File: src/rtl/sreg_deser_if.sv
// sreg_deser_if -- stream/control bundle for the serial-to-parallel collector.
//   clr       : synchronous flush of partial word, buffer and sticky flags
//   in_vld    : in_sym qualifier
//   in_sym    : incoming WIDTH-bit symbol, least-significant symbol first
//   out_vld   : buffer head holds a word
//   out_rdy   : consumer accepts the head word this cycle
//   out_word  : buffer head word (0 when empty)
//   busy      : partial frame in progress
//   ovf       : sticky, a completed word was dropped on a full buffer
//   perr      : sticky parity error (parity build only, else 0)
// Modports: master = upstream producer/consumer side, slave = collector.
interface sreg_deser_if #(
  parameter int N     = 4,
  parameter int WIDTH = 1
);
  logic                 clr;
  logic                 in_vld;
  logic [WIDTH-1:0]     in_sym;
  logic                 out_vld;
  logic                 out_rdy;
  logic [N*WIDTH-1:0]   out_word;
  logic                 busy;
  logic                 ovf;
  logic                 perr;

  modport master (
    output clr, in_vld, in_sym, out_rdy,
    input  out_vld, out_word, busy, ovf, perr
  );

  modport slave (
    input  clr, in_vld, in_sym, out_rdy,
    output out_vld, out_word, busy, ovf, perr
  );
endinterface

File: src/rtl/sreg_deser.sv
// sreg_deser -- rebuilds N-symbol words from a qualified symbol stream and
// presents them through a 2-entry valid/ready holding buffer.
// Ports:
//   clk   : rising-edge clock
//   rstn  : synchronous active-low reset
//   bus   : sreg_deser_if.slave (clr, in_vld/in_sym, out_vld/out_rdy/out_word,
//           busy, ovf, perr)
// Build option: define SREG_DESER_PARITY_EN to append one even-parity symbol
// to every frame; mismatching words are discarded and perr is set.
module sreg_deser #(
  parameter int N     = 4,
  parameter int WIDTH = 1
) (
  input  logic            clk,
  input  logic            rstn,
  sreg_deser_if.slave     bus
);

  localparam int DW = N * WIDTH;
`ifdef SREG_DESER_PARITY_EN
  localparam int FRAME = N + 1;
  // Whole data word is kept so it can be checked against the parity slot.
  localparam int AW    = DW;
`else
  localparam int FRAME = N;
  // Last symbol of the frame is taken straight from in_sym, so only N-1
  // symbols need to be stored.
  localparam int AW    = DW - WIDTH;
`endif
  localparam int CW = $clog2(FRAME);

  logic [CW-1:0]  r_cnt;
  logic [AW-1:0]  r_acc;
  logic [DW-1:0]  r_mem [2];
  logic           r_head;
  logic           r_tail;
  logic [1:0]     r_occ;
  logic           r_ovf;
`ifdef SREG_DESER_PARITY_EN
  logic           r_perr;
`endif

  logic           w_last;
  logic           w_done;
  logic           w_par_ok;
  logic           w_push;
  logic           w_pop;
  logic           w_room;
  logic           w_wr;
  logic [AW-1:0]  w_shift;
  logic [DW-1:0]  w_word;

  always_comb begin
    w_last   = (r_cnt == CW'(FRAME - 1));
    w_done   = bus.in_vld && w_last;
    w_pop    = (r_occ != 2'd0) && bus.out_rdy;
    w_shift  = {bus.in_sym, r_acc[AW-1:WIDTH]};
`ifdef SREG_DESER_PARITY_EN
    // On the parity slot the accumulator already holds the full data word.
    w_word   = r_acc;
    w_par_ok = (bus.in_sym[0] == ^r_acc);
`else
    w_word   = {bus.in_sym, r_acc};
    w_par_ok = 1'b1;
`endif
    w_push   = w_done && w_par_ok;
    // A full buffer still accepts a push when the head leaves the same cycle.
    w_room   = (r_occ != 2'd2) || w_pop;
    w_wr     = w_push && w_room;
  end

  always_ff @(posedge clk) begin
    if (!rstn || bus.clr) begin
      r_cnt    <= '0;
      r_acc    <= '0;
      r_mem[0] <= '0;
      r_mem[1] <= '0;
      r_head   <= 1'b0;
      r_tail   <= 1'b0;
      r_occ    <= 2'd0;
      r_ovf    <= 1'b0;
`ifdef SREG_DESER_PARITY_EN
      r_perr   <= 1'b0;
`endif
    end else begin
      if (bus.in_vld) begin
        r_cnt <= w_last ? '0 : r_cnt + CW'(1);
        r_acc <= w_shift;
      end
      if (w_wr) begin
        r_mem[r_tail] <= w_word;
        r_tail        <= ~r_tail;
      end
      if (w_push && !w_room) r_ovf <= 1'b1;
`ifdef SREG_DESER_PARITY_EN
      if (w_done && !w_par_ok) r_perr <= 1'b1;
`endif
      if (w_pop) r_head <= ~r_head;
      case ({w_wr, w_pop})
        2'b10:   r_occ <= r_occ + 2'd1;
        2'b01:   r_occ <= r_occ - 2'd1;
        default: r_occ <= r_occ;
      endcase
    end
  end

  assign bus.out_vld  = (r_occ != 2'd0);
  assign bus.out_word = (r_occ != 2'd0) ? r_mem[r_head] : '0;
  assign bus.busy     = (r_cnt != '0);
  assign bus.ovf      = r_ovf;
`ifdef SREG_DESER_PARITY_EN
  assign bus.perr     = r_perr;
`else
  assign bus.perr     = 1'b0;
`endif

endmodule

File: src/flat_wrapper.sv
// flat-port wrapper written by rule: the top's interface ports become plain ports
module sreg_deser_flat 
#(
  parameter int N     = 4,
  parameter int WIDTH = 1
)
  (clk, rstn, bus_clr, bus_in_vld, bus_in_sym, bus_out_rdy, bus_out_vld, bus_out_word, bus_busy, bus_ovf, bus_perr);
  sreg_deser_if #(.N(N), .WIDTH(WIDTH)) bus_i ();
  input  logic clk;
  input  logic rstn;
  input wire logic [$bits(bus_i.clr)-1:0] bus_clr;
  input wire logic [$bits(bus_i.in_vld)-1:0] bus_in_vld;
  input wire logic [$bits(bus_i.in_sym)-1:0] bus_in_sym;
  input wire logic [$bits(bus_i.out_rdy)-1:0] bus_out_rdy;
  output wire logic [$bits(bus_i.out_vld)-1:0] bus_out_vld;
  output wire logic [$bits(bus_i.out_word)-1:0] bus_out_word;
  output wire logic [$bits(bus_i.busy)-1:0] bus_busy;
  output wire logic [$bits(bus_i.ovf)-1:0] bus_ovf;
  output wire logic [$bits(bus_i.perr)-1:0] bus_perr;
  assign bus_i.clr = bus_clr;
  assign bus_i.in_vld = bus_in_vld;
  assign bus_i.in_sym = bus_in_sym;
  assign bus_i.out_rdy = bus_out_rdy;
  assign bus_out_vld = bus_i.out_vld;
  assign bus_out_word = bus_i.out_word;
  assign bus_busy = bus_i.busy;
  assign bus_ovf = bus_i.ovf;
  assign bus_perr = bus_i.perr;
  sreg_deser #(.N(N), .WIDTH(WIDTH)) u_core (.clk(clk), .rstn(rstn), .bus(bus_i));
endmodule
File: config.mk
export PLATFORM = sky130hd
export DESIGN_NAME = sreg_deser_flat
export DESIGN_NICKNAME = d
export VERILOG_FILES = /design/src/rtl/sreg_deser_if.sv /design/src/rtl/sreg_deser.sv /design/src/flat_wrapper.sv
export SDC_FILE = /design/constraint.sdc
export NUM_CORES = 1
export LEC_CHECK = 0
export BUFFER_PORTS_ARGS = -buffer_cell sky130_fd_sc_hd__buf_2
export CORE_UTILIZATION = 25
export CTS_CLUSTER_SIZE = 40
export DETAILED_ROUTE_END_ITERATION = 8
export HOLD_SLACK_MARGIN = 0.02
export PLACE_DENSITY = 0.49
export SYNTH_ARGS = -nofsm -noshare
export SYNTH_HDL_FRONTEND = slang
export SYNTH_SLANG_ARGS = --single-unit
File: constraint.sdc
create_clock -name clk -period 3.62 [get_ports clk]
set_clock_uncertainty 0.1 [all_clocks]
set_input_delay 0.543 -clock clk [delete_from_list [all_inputs] [get_ports clk]]
set_output_delay 0.543 -clock clk [all_outputs]
set_load 0.1 [all_outputs]
==> metrics.txt, run 1 <==
first-pass GRT wire length 2.32 mm; RSZ-0062 raised after global routing no; cell-by-cell trace of the critical path nor2_1 > nor2_1 > buf_2; final std cell area, no fill 0.00101 mm2; DR pass1 iterations 4; worst-margin pin slew 0.583 ns; Die Ht 61.7 um; post-synth cell types 25; Worst Setup Start Kind flip-flop; Floorplan Core Area 0.00336 mm2; hold_buf cts 0; total clock buffers created by CTS 3; post-detailed-route via-to-cell ratio between 4 and 5; pwr dens 359 mW/mm2; insertion delay of the later-clocked pin in the worst-skew pair about 0.29 ns; share of cells above drive strength 1 17.1%; final total negative setup slack 0 ns; worst setup path class flip-flop to output port; antenna viol nets, final 0; syn nets approximately 100; clock tree from TritonCTS yes; top-level port count 14; Leak Pwr 0.398 nW; total count of hold-check failures in the final report 0; worst setup slack after layout 1.52 ns; sequential share of the synthesized area around half; CP endpoint kind output port; worst vdd ir 118 uV; count of nets after finishing 115; Initial Util 26.5%; number of cells in the finished layout apart from fillers 151; required time of the critical path 2.98 ns; number of diodes 0; Synth warnings 0; worst setup slack before clock tree synthesis approximately 1.5 ns; slowest stage cell, crit path sky130_fd_sc_hd__dfxtp_1; mean post-synth cell area 9.58 um2; postcts setup bufs 0; final weighted congestion of routability-driven global placement 0.730; master cell of the clock root buffer sky130_fd_sc_hd__clkbuf_4; area overhead of the layout relative to synthesis 13.2%; Placement Cell Area 982 um2; DRT iter0 DRCs 8; cell repeated most along the worst path sky130_fd_sc_hd__nor2_1; CP peak stage delay around 0.47 ns; remaining max-slew budget at the tightest pin 60.7%; routed wire length per instance just under 10 um; count of unresolved DRC violations after routing 0; Cells after DPL 147; Total GRT Usage 8.56%; leading cell type in the layout, fill and taps excluded sky130_fd_sc_hd__nor2_1; Hold WS 0.403 ns; CTS max path bufs 2; Port Buffers 12; post-layout minimum cycle time between 2 and 2.5 ns; Finish-stage setup viols 0; total grt overflow 0; die outline area 0.00381 mm2; pin count of the biggest net entering global routing 12; Filler cells 386; final period utilization 58.0%; vias in the first global route 526; initial antenna violation count 0; number of resized instances in the post-cts repair step 0; outcome completed; Clock Sinks 19; sum of net half-perimeters after detailed placement 1.11 mm; type of the worst min-delay path flip-flop to flip-flop; most frequent cells in the layout sky130_fd_sc_hd__nor2_1 (21), sky130_fd_sc_hd__buf_2 (12), sky130_fd_sc_hd__dfxtp_1 (11); maximum fanout along the worst path 6; die width 61.7 um; reported max-cap violation count 0; Netlist Area Pre-Place 891 um2; aggregate routed wire length 1.45 mm; data arrival at the endpoint of the critical path 1.46 ns; H-tree lvl count 1; flop and latch count out of synthesis 19; final slew viol count 0; Fmax achieved 476 MHz; CTS clk-pin slew, worst paths 0.11 ns; standard-cell row count 21; total via count in the routed design 612; Cells after Synth 93
## sequential cells by signal, summed over array words and instances (netlist names), named ones only
register        cells
u_core.r_cnt        2
u_core.bus.ovf      1
u_core.r_acc        3
u_core.r_tail       1
u_core.r_occ        2
u_core.r_head       1
u_core.r_mem        8
## stage by stage
step | util, % | power, mW
after floorplan | - | 0.257
after global placement | 29.2 | 0.262
after detailed placement | 29.2 | 0.262
after CTS | 30.0 | 0.368
after global routing | 30.0 | 0.379
final | 30.0 | 0.362
## where the power goes
| group | switching (mW) | internal [mW] |
|---|---|---|
| Sequential | 0.00230 | 0.227 |
| Clock | 0.0627 | 0.0428 |
| Combinational | 0.0199 | 0.00717 |
| Total | 0.0849 | 0.277 |
## metal layers
| metal | global-route usage (%) | routed length, um |
|---|---|---|
| met2 | 13.2 | 661 |
| met3 | 1.86 | 62 |
| met4 | 4.76 | 16 |
| met5 | 0 | 0 |
| met1 | 11.1 | 711 |
## worst max-delay path, delay by kind of cell (launching register included)
kind                   cells  cell delay (ns)
buffers and inverters      1             0.43
DFF                        1             0.47
and+or+nand+nor            2             0.26
## logic make-up (layout without fill, tap and decap cells)
group	after synthesis	in the layout	synth area share, %
mux	8	8	8.99
fa+ha+maj	3	3	4.21
other cells	1	1	0.421
buf+inv	13	25	6.74
flops	19	19	51.7
xor+xnor	4	4	3.93
simple gates	39	39	20.4
compound gates	6	6	3.65
## cells in the mapped netlist
library cell | number | area share (%)
sky130_fd_sc_hd__conb_1 | 1 | 0.42
sky130_fd_sc_hd__nor3b_2 | 1 | 1.4
sky130_fd_sc_hd__buf_6 | 1 | 1.3
sky130_fd_sc_hd__nor2b_1 | 1 | 0.70
sky130_fd_sc_hd__ha_1 | 3 | 4.2
sky130_fd_sc_hd__nand2_1 | 8 | 3.4
sky130_fd_sc_hd__edfxtp_1 | 8 | 27
sky130_fd_sc_hd__or3b_2 | 1 | 0.98
sky130_fd_sc_hd__clkbuf_1 | 2 | 0.84
sky130_fd_sc_hd__o21ai_0 | 3 | 1.7
sky130_fd_sc_hd__nand2b_1 | 1 | 0.70
sky130_fd_sc_hd__inv_1 | 9 | 3.8
sky130_fd_sc_hd__a21oi_1 | 2 | 1.1
sky130_fd_sc_hd__o211ai_1 | 1 | 0.84
sky130_fd_sc_hd__or3_1 | 1 | 0.70
sky130_fd_sc_hd__and2_1 | 1 | 0.70
sky130_fd_sc_hd__or4_4 | 1 | 1.3
sky130_fd_sc_hd__nor3_1 | 1 | 0.56
sky130_fd_sc_hd__dfxtp_1 | 11 | 25
sky130_fd_sc_hd__mux2i_1 | 8 | 9.0
sky130_fd_sc_hd__nand3_1 | 2 | 1.1
sky130_fd_sc_hd__buf_4 | 1 | 0.84
sky130_fd_sc_hd__xnor2_1 | 2 | 2.0
sky130_fd_sc_hd__nor2_1 | 21 | 8.8
sky130_fd_sc_hd__xor2_1 | 2 | 2.0
## path summary, 6_finish.rpt
kind | start | end | slack, ns | cells after the start
setup / recovery | u_core.r_occ[0] | bus_out_word[1] | 1.52 | 3
hold / removal | u_core.bus.ovf | u_core.bus.ovf | 0.40 | 2
setup reg to reg | u_core.r_occ[0] | u_core.r_occ[1] | 1.68 | 5
hold reg to reg | u_core.bus.ovf | u_core.bus.ovf | 0.40 | 2
## area by class of cell
type                       count  area, um2  share of cell area, %
tap                           46       57.6                   5.71
sequential                    19        460                   45.7
clock buffer                   4       26.3                   2.61
inverter                       9       33.8                   3.35
multi-input combinational     61        370                   36.7
timing repair buffer          12       60.1                   5.96
Power figures use the tool's default switching activity.
==> run 2, diff against run 1 <==
ABC_AREA = 1   (was not set)
PLACE_DENSITY = 0.5   (was 0.49)
clock period = 1.7 ns   (was 3.62 ns; I/O delays follow)
==> run 2 against run 1 <==
Non-clock buffer count is 2 higher. Synthesized cell count rose by 15%. Clock-buffer cell count did not move. Register-to-register slack lost 1.5 ns. Clock power rose to 3.0 times the previous value. Combinational power rose to 3.0 times the previous value. Routed wire length increased by 6.8%. Power increased by 150%. Global-route usage grew 0.88 points. Sequential cell count stayed put. Hold slack worse by 0.20 ns. Critical path type unchanged. Largest cell class unchanged.
==> metrics.txt, run 2 <==
outcome completed (unchanged); final weighted congestion of routability-driven global placement 0.672 (was 0.730); Hold Crit Start bus_in_vld (was u_core.bus.ovf); number of flip-flops under the largest register name 8 (unchanged); insertion delay of the later-clocked pin in the worst-skew pair 0.25 ns (was 0.29 ns); die width 63.1 um (was 61.7 um); total grt overflow 0 (unchanged); Fmax achieved roughly 620 MHz; post-layout minimum cycle time 1.61 ns; Leak Pwr 0.461 nW (was 0.398 nW); Hold Path Depth 2 (unchanged); DR pass1 iterations 4 (unchanged); top area cells in the synthesized netlist sky130_fd_sc_hd__edfxtp_1 (26%), sky130_fd_sc_hd__dfxtp_1 (24%), sky130_fd_sc_hd__nand2_1 (7.6%) (was sky130_fd_sc_hd__edfxtp_1 (27%), sky130_fd_sc_hd__dfxtp_1 (25%), sky130_fd_sc_hd__mux2i_1 (9.0%)); pwr dens 740 mW/mm2 (was 359 mW/mm2); DRT iter0 DRCs 36 (was 8); leading cell type in the layout, fill and taps excluded sky130_fd_sc_hd__nand2_1 (was sky130_fd_sc_hd__nor2_1); share of cells above drive strength 1 26.2% (was 17.1%); total via count in the routed design 696 (was 612); RSZ-0062 raised after global routing no (unchanged); length in cells of the worst reg-to-reg path 8 (was 5); worst setup path class flip-flop to output port (unchanged); destination of the worst register-to-register timing path u_core.r_occ[1] (unchanged); worst setup slack for register-to-register paths 0.20 ns (was 1.68 ns); Worst Setup Start Kind flip-flop (unchanged); CTS max path bufs 2 (unchanged); H-tree lvl count 1 (unchanged); data arrival at the endpoint of the critical path 1.25 ns (was 1.46 ns); total clock buffers created by CTS 3 (unchanged); Port Buffers 12 (unchanged); flop and latch count out of synthesis 19 (unchanged); most frequent cell after synthesis sky130_fd_sc_hd__nand2_1 (was sky130_fd_sc_hd__nor2_1); number of synthesized flops with an enable pin 8 (unchanged); count of nets after finishing 132 (was 115); mean post-synth cell area 8.72 um2 (was 9.58 um2); Synth warnings 0 (unchanged); post-detailed-route via-to-cell ratio 4.14 (was 4.05); Buf+Inv Stages, Crit Path 1 (unchanged); proportion of netlist area held by the largest area contributor 25.7% (was 27.0%); first-pass GRT wire length 2.86 mm (was 2.32 mm); Top FF cell, synth sky130_fd_sc_hd__dfxtp_1 (unchanged); aggregate routed wire length 1.55 mm (was 1.45 mm); syn nets 116 (was 102); area overhead of the layout relative to synthesis 29.1% (was 13.2%); initial antenna violation count 0 (unchanged); hold_buf cts 0 (unchanged); worst vdd ir 225 uV (was 118 uV); CP endpoint kind output port (unchanged); sum of net half-perimeters after detailed placement 1.16 mm (was 1.11 mm); post-synth cell types 19 (was 25); number of diodes 0 (unchanged); top register by number of flip-flops u_core.r_mem (unchanged); Die Ht 63.1 um (was 61.7 um); startpoint of the worst-slack reg-to-reg timing path u_core.r_occ[1] (was u_core.r_occ[0]); final total negative setup slack 0 ns (unchanged); maximum fanout along the worst path 6 (unchanged); sequential share of the synthesized area 49.3% (was 51.7%); cell family with the largest share of critical-path delay flip-flops (unchanged); count of unresolved DRC violations after routing 0 (unchanged); Floorplan Core Area 0.00347 mm2 (was 0.00336 mm2); clock tree from TritonCTS yes (unchanged); standard-cell row count 21 (unchanged); reported max-cap violation count 0 (unchanged); number of cells in the finished layout apart from fillers 168 (was 151); Cells after DPL 163 (was 147); CTS clk-pin slew, worst paths 0.07 ns (was 0.11 ns); library cell occupying the most area in the post-synthesis netlist sky130_fd_sc_hd__edfxtp_1 (unchanged); Finish-stage setup viols 0 (unchanged); top-level port count 14 (unchanged); type of the worst min-delay path primary input to flip-flop (was flip-flop to flip-flop); fraction of synthesis flops using an asynchronous set or reset pin 0% (unchanged); vias in the first global route 681 (was 526); Total GRT Usage 9.43% (was 8.56%); master cell of the clock root buffer sky130_fd_sc_hd__clkbuf_8 (was sky130_fd_sc_hd__clkbuf_4); slowest stage cell, crit path sky130_fd_sc_hd__dfxtp_1 (unchanged); Cells after Synth 107 (was 93); Netlist Area Pre-Place 933 um2 (was 891 um2); cell-by-cell trace of the critical path nor2_4 > a21oi_2 > buf_12 (was nor2_1 > nor2_1 > buf_2); die outline area 0.00398 mm2 (was 0.00381 mm2); final period utilization 94.4%; total count of hold-check failures in the final report 0 (unchanged); CP peak stage delay 0.50 ns (was 0.47 ns); registers with the highest flip-flop counts u_core.r_mem: 8 flops, u_core.r_acc: 3 flops (unchanged); required time of the critical path 1.34 ns (was 2.98 ns); antenna viol nets, final 0 (unchanged); routed wire length per instance 9.22 um (was 9.60 um); WHS Endpoint u_core.r_acc[1] (was u_core.bus.ovf); most frequent cells in the layout sky130_fd_sc_hd__nand2_1 (19), sky130_fd_sc_hd__inv_1 (18), sky130_fd_sc_hd__nor2_1 (16) (was sky130_fd_sc_hd__nor2_1 (21), sky130_fd_sc_hd__buf_2 (12), sky130_fd_sc_hd__dfxtp_1 (11)); Initial Util 26.9% (was 26.5%); Clock Sinks 19 (unchanged); pin count of the biggest net entering global routing 11 (was 12); Post-synth top cells sky130_fd_sc_hd__nand2_1 (19), sky130_fd_sc_hd__inv_1 (18), sky130_fd_sc_hd__nor2_1 (16), sky130_fd_sc_hd__dfxtp_1 (11), sky130_fd_sc_hd__a21oi_1 (10) (was sky130_fd_sc_hd__nor2_1 (21), sky130_fd_sc_hd__dfxtp_1 (11), sky130_fd_sc_hd__inv_1 (9)); final slew viol count 0 (unchanged)
-- run 2: changes by cell type after synthesis, sizes merged, moves of 3 or more --
cell   previous run  this run
a21oi             2        10
nand4             0         3
nand2             8        19
inv               9        20
mux2i             8         0
-- run 2: kinds of logic after synthesis --
logic type | after synthesis | synth area share [%]
XOR/XNOR | 1 | 0.939
AND/OR/NAND/NOR | 45 | 26.4
other | 1 | 0.402
AO/OA/AOI/OAI | 15 | 8.04
adder cells (fa/ha/maj) | 3 | 4.02
flip-flops | 19 | 49.3
buffers and inverters | 23 | 10.9
-- run 2: worst max path at each step --
stage	startpoint	end	slack (ns)	depth (start not counted)
5_1_grt	u_core.r_occ[1]	bus_out_word[0]	0.003	3
3_5_place_dp	u_core.r_cnt[0]	u_core.r_occ[1]	0.06	10
2_1_floorplan	u_core.r_occ[1]	bus_out_word[0]	-0.04	2
6_report	u_core.r_occ[1]	bus_out_word[1]	0.09	3
3_3_place_gp	u_core.r_cnt[0]	u_core.r_occ[1]	0.12	10
4_1_cts	u_core.r_cnt[0]	u_core.r_occ[1]	0.05	10
-- run 2: metrics by stage --
step           hold slack [ns]  power [mW]  setup WS, ns  utilization [%]  area, um2
6_report                 0.202       0.892        0.0945             34.7       1200
5_1_grt                  0.199       0.928       0.00328             34.7       1200
4_1_cts                  0.202       0.898        0.0510             34.1       1180
3_5_place_dp             0.341       0.583        0.0615             32.8       1140
3_3_place_gp             0.339       0.582         0.119             32.8       1140
2_1_floorplan            0.327       0.564       -0.0441                -        948
-- run 2: repair_timing --
| action | CTS | global route |
|---|---|---|
| resized for setup | 0 | 3 |
| hold endpoints to repair | 0 | 0 |
| setup buffers | 0 | 1 |
| setup endpoints to repair | 0 | 2 |
-- run 2: cell type report --
class | count | area [um2]
Multi-Input combinational cell | 65 | 399
Fill cell | 366 | 2260
Tap cell | 46 | 57.6
Clock buffer | 4 | 45.0
Sequential cell | 19 | 463
Inverter | 20 | 75.1
Timing Repair Buffer | 14 | 165
-- run 2: power breakdown --
group / internal, mW / total (mW) / switching [mW]
Clock: 0.167 / 0.319 / 0.153
Sequential: 0.487 / 0.491 / 0.00481
Combinational: 0.0243 / 0.0813 / 0.0570
Total: 0.678 / 0.892 / 0.214
-- run 2: per-layer routing --
metal,wire (um),vias to the layer above,GRT usage (%),share of wire [%]
li1,-,366,-,-
met4,48,0,6.69,3.1
met2,764,13,15.2,49
met5,0,-,0,0
met3,53,4,2.90,3.4
met1,682,313,10.5,44
==> run 3, diff against run 2 <==
CTS_BUF_LIST = sky130_fd_sc_hd__clkbuf_2   (was not set)
==> run 3 against run 2 <==
Power decreased by 12%. Critical path type unchanged. Design area is 1.2% lower. Clock power decreased by 34%. Largest power group unchanged. Sequential power barely moved. Fmax is 1.1% lower. Combinational power rose by 2.5%. Final cell count rose by 0.60%. Sequential share of layout area is 0.70 points higher. Routed wire length is 0.19% higher.
==> metrics.txt, run 3 (same netlist as run 2, synthesis figures left out) <==
startpoint of the worst-slack reg-to-reg timing path u_core.r_cnt[0] (was u_core.r_occ[1]); number of cells in the finished layout apart from fillers 169 (was 168); final weighted congestion of routability-driven global placement 0.672 (unchanged); pin count of the biggest net entering global routing 11 (unchanged); routed wire length per instance 9.18 um (was 9.22 um); Worst Setup Start Kind flip-flop (unchanged); worst vdd ir 222 uV (was 225 uV); slowest stage cell, crit path sky130_fd_sc_hd__dfxtp_2 (was sky130_fd_sc_hd__dfxtp_1); worst setup slack before clock tree synthesis 0.0615 ns (unchanged); registers with the highest flip-flop counts u_core.r_mem: 8 flops, u_core.r_acc: 3 flops (unchanged); master cell of the clock root buffer sky130_fd_sc_hd__clkbuf_2 (was sky130_fd_sc_hd__clkbuf_8); antenna viol nets, final 0 (unchanged); maximum fanout along the worst path 6 (unchanged); Hold Crit Start bus_clr (was bus_in_vld); number of diodes 0 (unchanged); Cells after DPL 163 (unchanged); reported max-cap violation count 0 (unchanged); worst setup slack for register-to-register paths 0.20 ns (about the same); utilization of the core after routing 34.3% (was 34.7%); cell count along the critical path 3 (unchanged); RSZ-0062 raised after global routing no (unchanged); area overhead of the layout relative to synthesis 27.5% (was 29.1%); sequential group share of total power 62.6% (was 55.1%); Sw Ratio 26.8% (was 24.0%); total count of hold-check failures in the final report 0 (unchanged); Hold Path Depth 4 (was 2); pwr dens 661 mW/mm2 (was 740 mW/mm2); vias in the first global route 661 (was 681); final period utilization 95.5% (was 94.4%); first-pass GRT wire length 2.78 mm (was 2.86 mm); length in cells of the worst reg-to-reg path 10 (was 8); number of flip-flops under the largest register name 8 (unchanged); leading cell type in the layout, fill and taps excluded sky130_fd_sc_hd__nand2_1 (unchanged); Finish-stage setup viols 0 (unchanged); combinational fraction of design power 10.6% (was 9.1%); CP endpoint kind output port (unchanged); data arrival at the endpoint of the critical path 1.27 ns (was 1.25 ns); WHS Endpoint u_core.r_occ[1] (was u_core.r_acc[1]); total grt overflow 0 (unchanged); Buf+Inv Stages, Crit Path 2 (was 1); Die Ht 63.1 um (unchanged); Initial Util 26.9% (unchanged); type of the worst min-delay path primary input to flip-flop (unchanged); cell family with the largest share of critical-path delay flip-flops (unchanged); worst setup slack after layout 0.0767 ns (was 0.0945 ns); outcome completed (unchanged); Fmax achieved 616 MHz (was 623 MHz); DR pass1 iterations 4 (unchanged); final slew viol count 0 (unchanged); cell-by-cell trace of the critical path nor2_4 > inv_1 > buf_12 (was nor2_4 > a21oi_2 > buf_12); sum of net half-perimeters after detailed placement 1.16 mm (unchanged); post-layout minimum cycle time 1.62 ns (was 1.61 ns); count of nets after finishing 133 (was 132); destination of the worst register-to-register timing path u_core.r_occ[1] (unchanged); top register by number of flip-flops u_core.r_mem (unchanged); most frequent cells in the layout sky130_fd_sc_hd__nand2_1 (19), sky130_fd_sc_hd__inv_1 (18), sky130_fd_sc_hd__nor2_1 (16) (unchanged); standard-cell row count 21 (unchanged); Clock Sinks 19 (unchanged); count of unresolved DRC violations after routing 0 (unchanged); insertion delay of the later-clocked pin in the worst-skew pair 0.33 ns (was 0.25 ns); CTS clk-pin slew, worst paths 0.19 ns (was 0.07 ns); initial antenna violation count 0 (unchanged); final total negative setup slack 0 ns (unchanged); internal power 575 uW (was 678 uW); CTS max path bufs 2 (unchanged); final std cell area, no fill 0.00119 mm2 (was 0.00120 mm2); worst setup path class flip-flop to output port (unchanged); switching power 211 uW (was 214 uW); clock tree from TritonCTS yes (unchanged); total clock buffers created by CTS 3 (unchanged); Leak Pwr 0.461 nW (about the same); share of cells above drive strength 1 29.3% (was 26.2%); H-tree lvl count 1 (unchanged); required time of the critical path 1.34 ns (about the same); CP peak stage delay 0.41 ns (was 0.50 ns); aggregate routed wire length 1.55 mm (about the same); top-level port count 14 (unchanged); Placement Cell Area 0.00114 mm2 (unchanged); total via count in the routed design 691 (was 696); share of total power in the clock network 26.8% (was 35.8%); Port Buffers 12 (unchanged); die width 63.1 um (unchanged); Floorplan Core Area 0.00347 mm2 (unchanged); hold_buf cts 0 (unchanged); Total GRT Usage 9.20% (was 9.43%); die outline area 0.00398 mm2 (unchanged); DRT iter0 DRCs 30 (was 36); post-detailed-route via-to-cell ratio 4.09 (was 4.14)
[run 3: timing repair]
action / in CTS / in global routing
setup buffers: 0 / 2
pin swaps: 0 / 0
setup endpoints to repair: 4 / 6
gates resized for setup: 1 / 4
[run 3: per-layer routing]
| metal | share of wire (%) | GRT usage (%) | vias up |
|---|---|---|---|
| met3 | 4.6 | 2.72 | 4 |
| met5 | 0 | 0 | - |
| met4 | 2.6 | 7.27 | 0 |
| met2 | 50 | 14.7 | 15 |
| li1 | - | - | 367 |
| met1 | 43 | 10.2 | 305 |
[run 3: layout make-up]
cell class | count | area (um2)
flip-flops and latches | 19 | 465
clock buffers | 4 | 20.0
fillers | 369 | 2280
multi-input cells | 65 | 399
inverters | 20 | 75.1
repair buffers | 15 | 173
well taps | 46 | 57.6
[run 3: per-stage QoR]
step,total power [mW],hold WS [ns]
after floorplan,0.564,0.327
after global routing,0.814,0.105
after detailed placement,0.583,0.341
final,0.786,0.109
after CTS,0.791,0.106
after global placement,0.582,0.339
[run 3: worst min-delay path: cells and delay by family]
kind                   cells  cell delay, ns
buffers and inverters      1            0.10
AND/OR/NAND/NOR            3            0.17
[run 3: how the worst max path moves through the flow]
stage	from	to	slack, ns
6_report	u_core.r_occ[1]	bus_out_vld	0.08
5_1_grt	u_core.r_occ[1]	bus_out_vld	0.002
4_1_cts	u_core.r_cnt[0]	u_core.r_occ[1]	0.03
3_5_place_dp	u_core.r_cnt[0]	u_core.r_occ[1]	0.06
3_3_place_gp	u_core.r_cnt[0]	u_core.r_occ[1]	0.12
2_1_floorplan	u_core.r_occ[1]	bus_out_word[0]	-0.04
[run 3: power groups by stage]
stage	clock, mW	sequential (mW)	combinational (mW)
4_1_cts	0.217	0.492	0.0819
5_1_grt	0.229	0.494	0.0908
6_report	0.211	0.492	0.0833
3_5_place_dp	0	0.502	0.0814
3_3_place_gp	0	0.502	0.0804
2_1_floorplan	0	0.501	0.0629
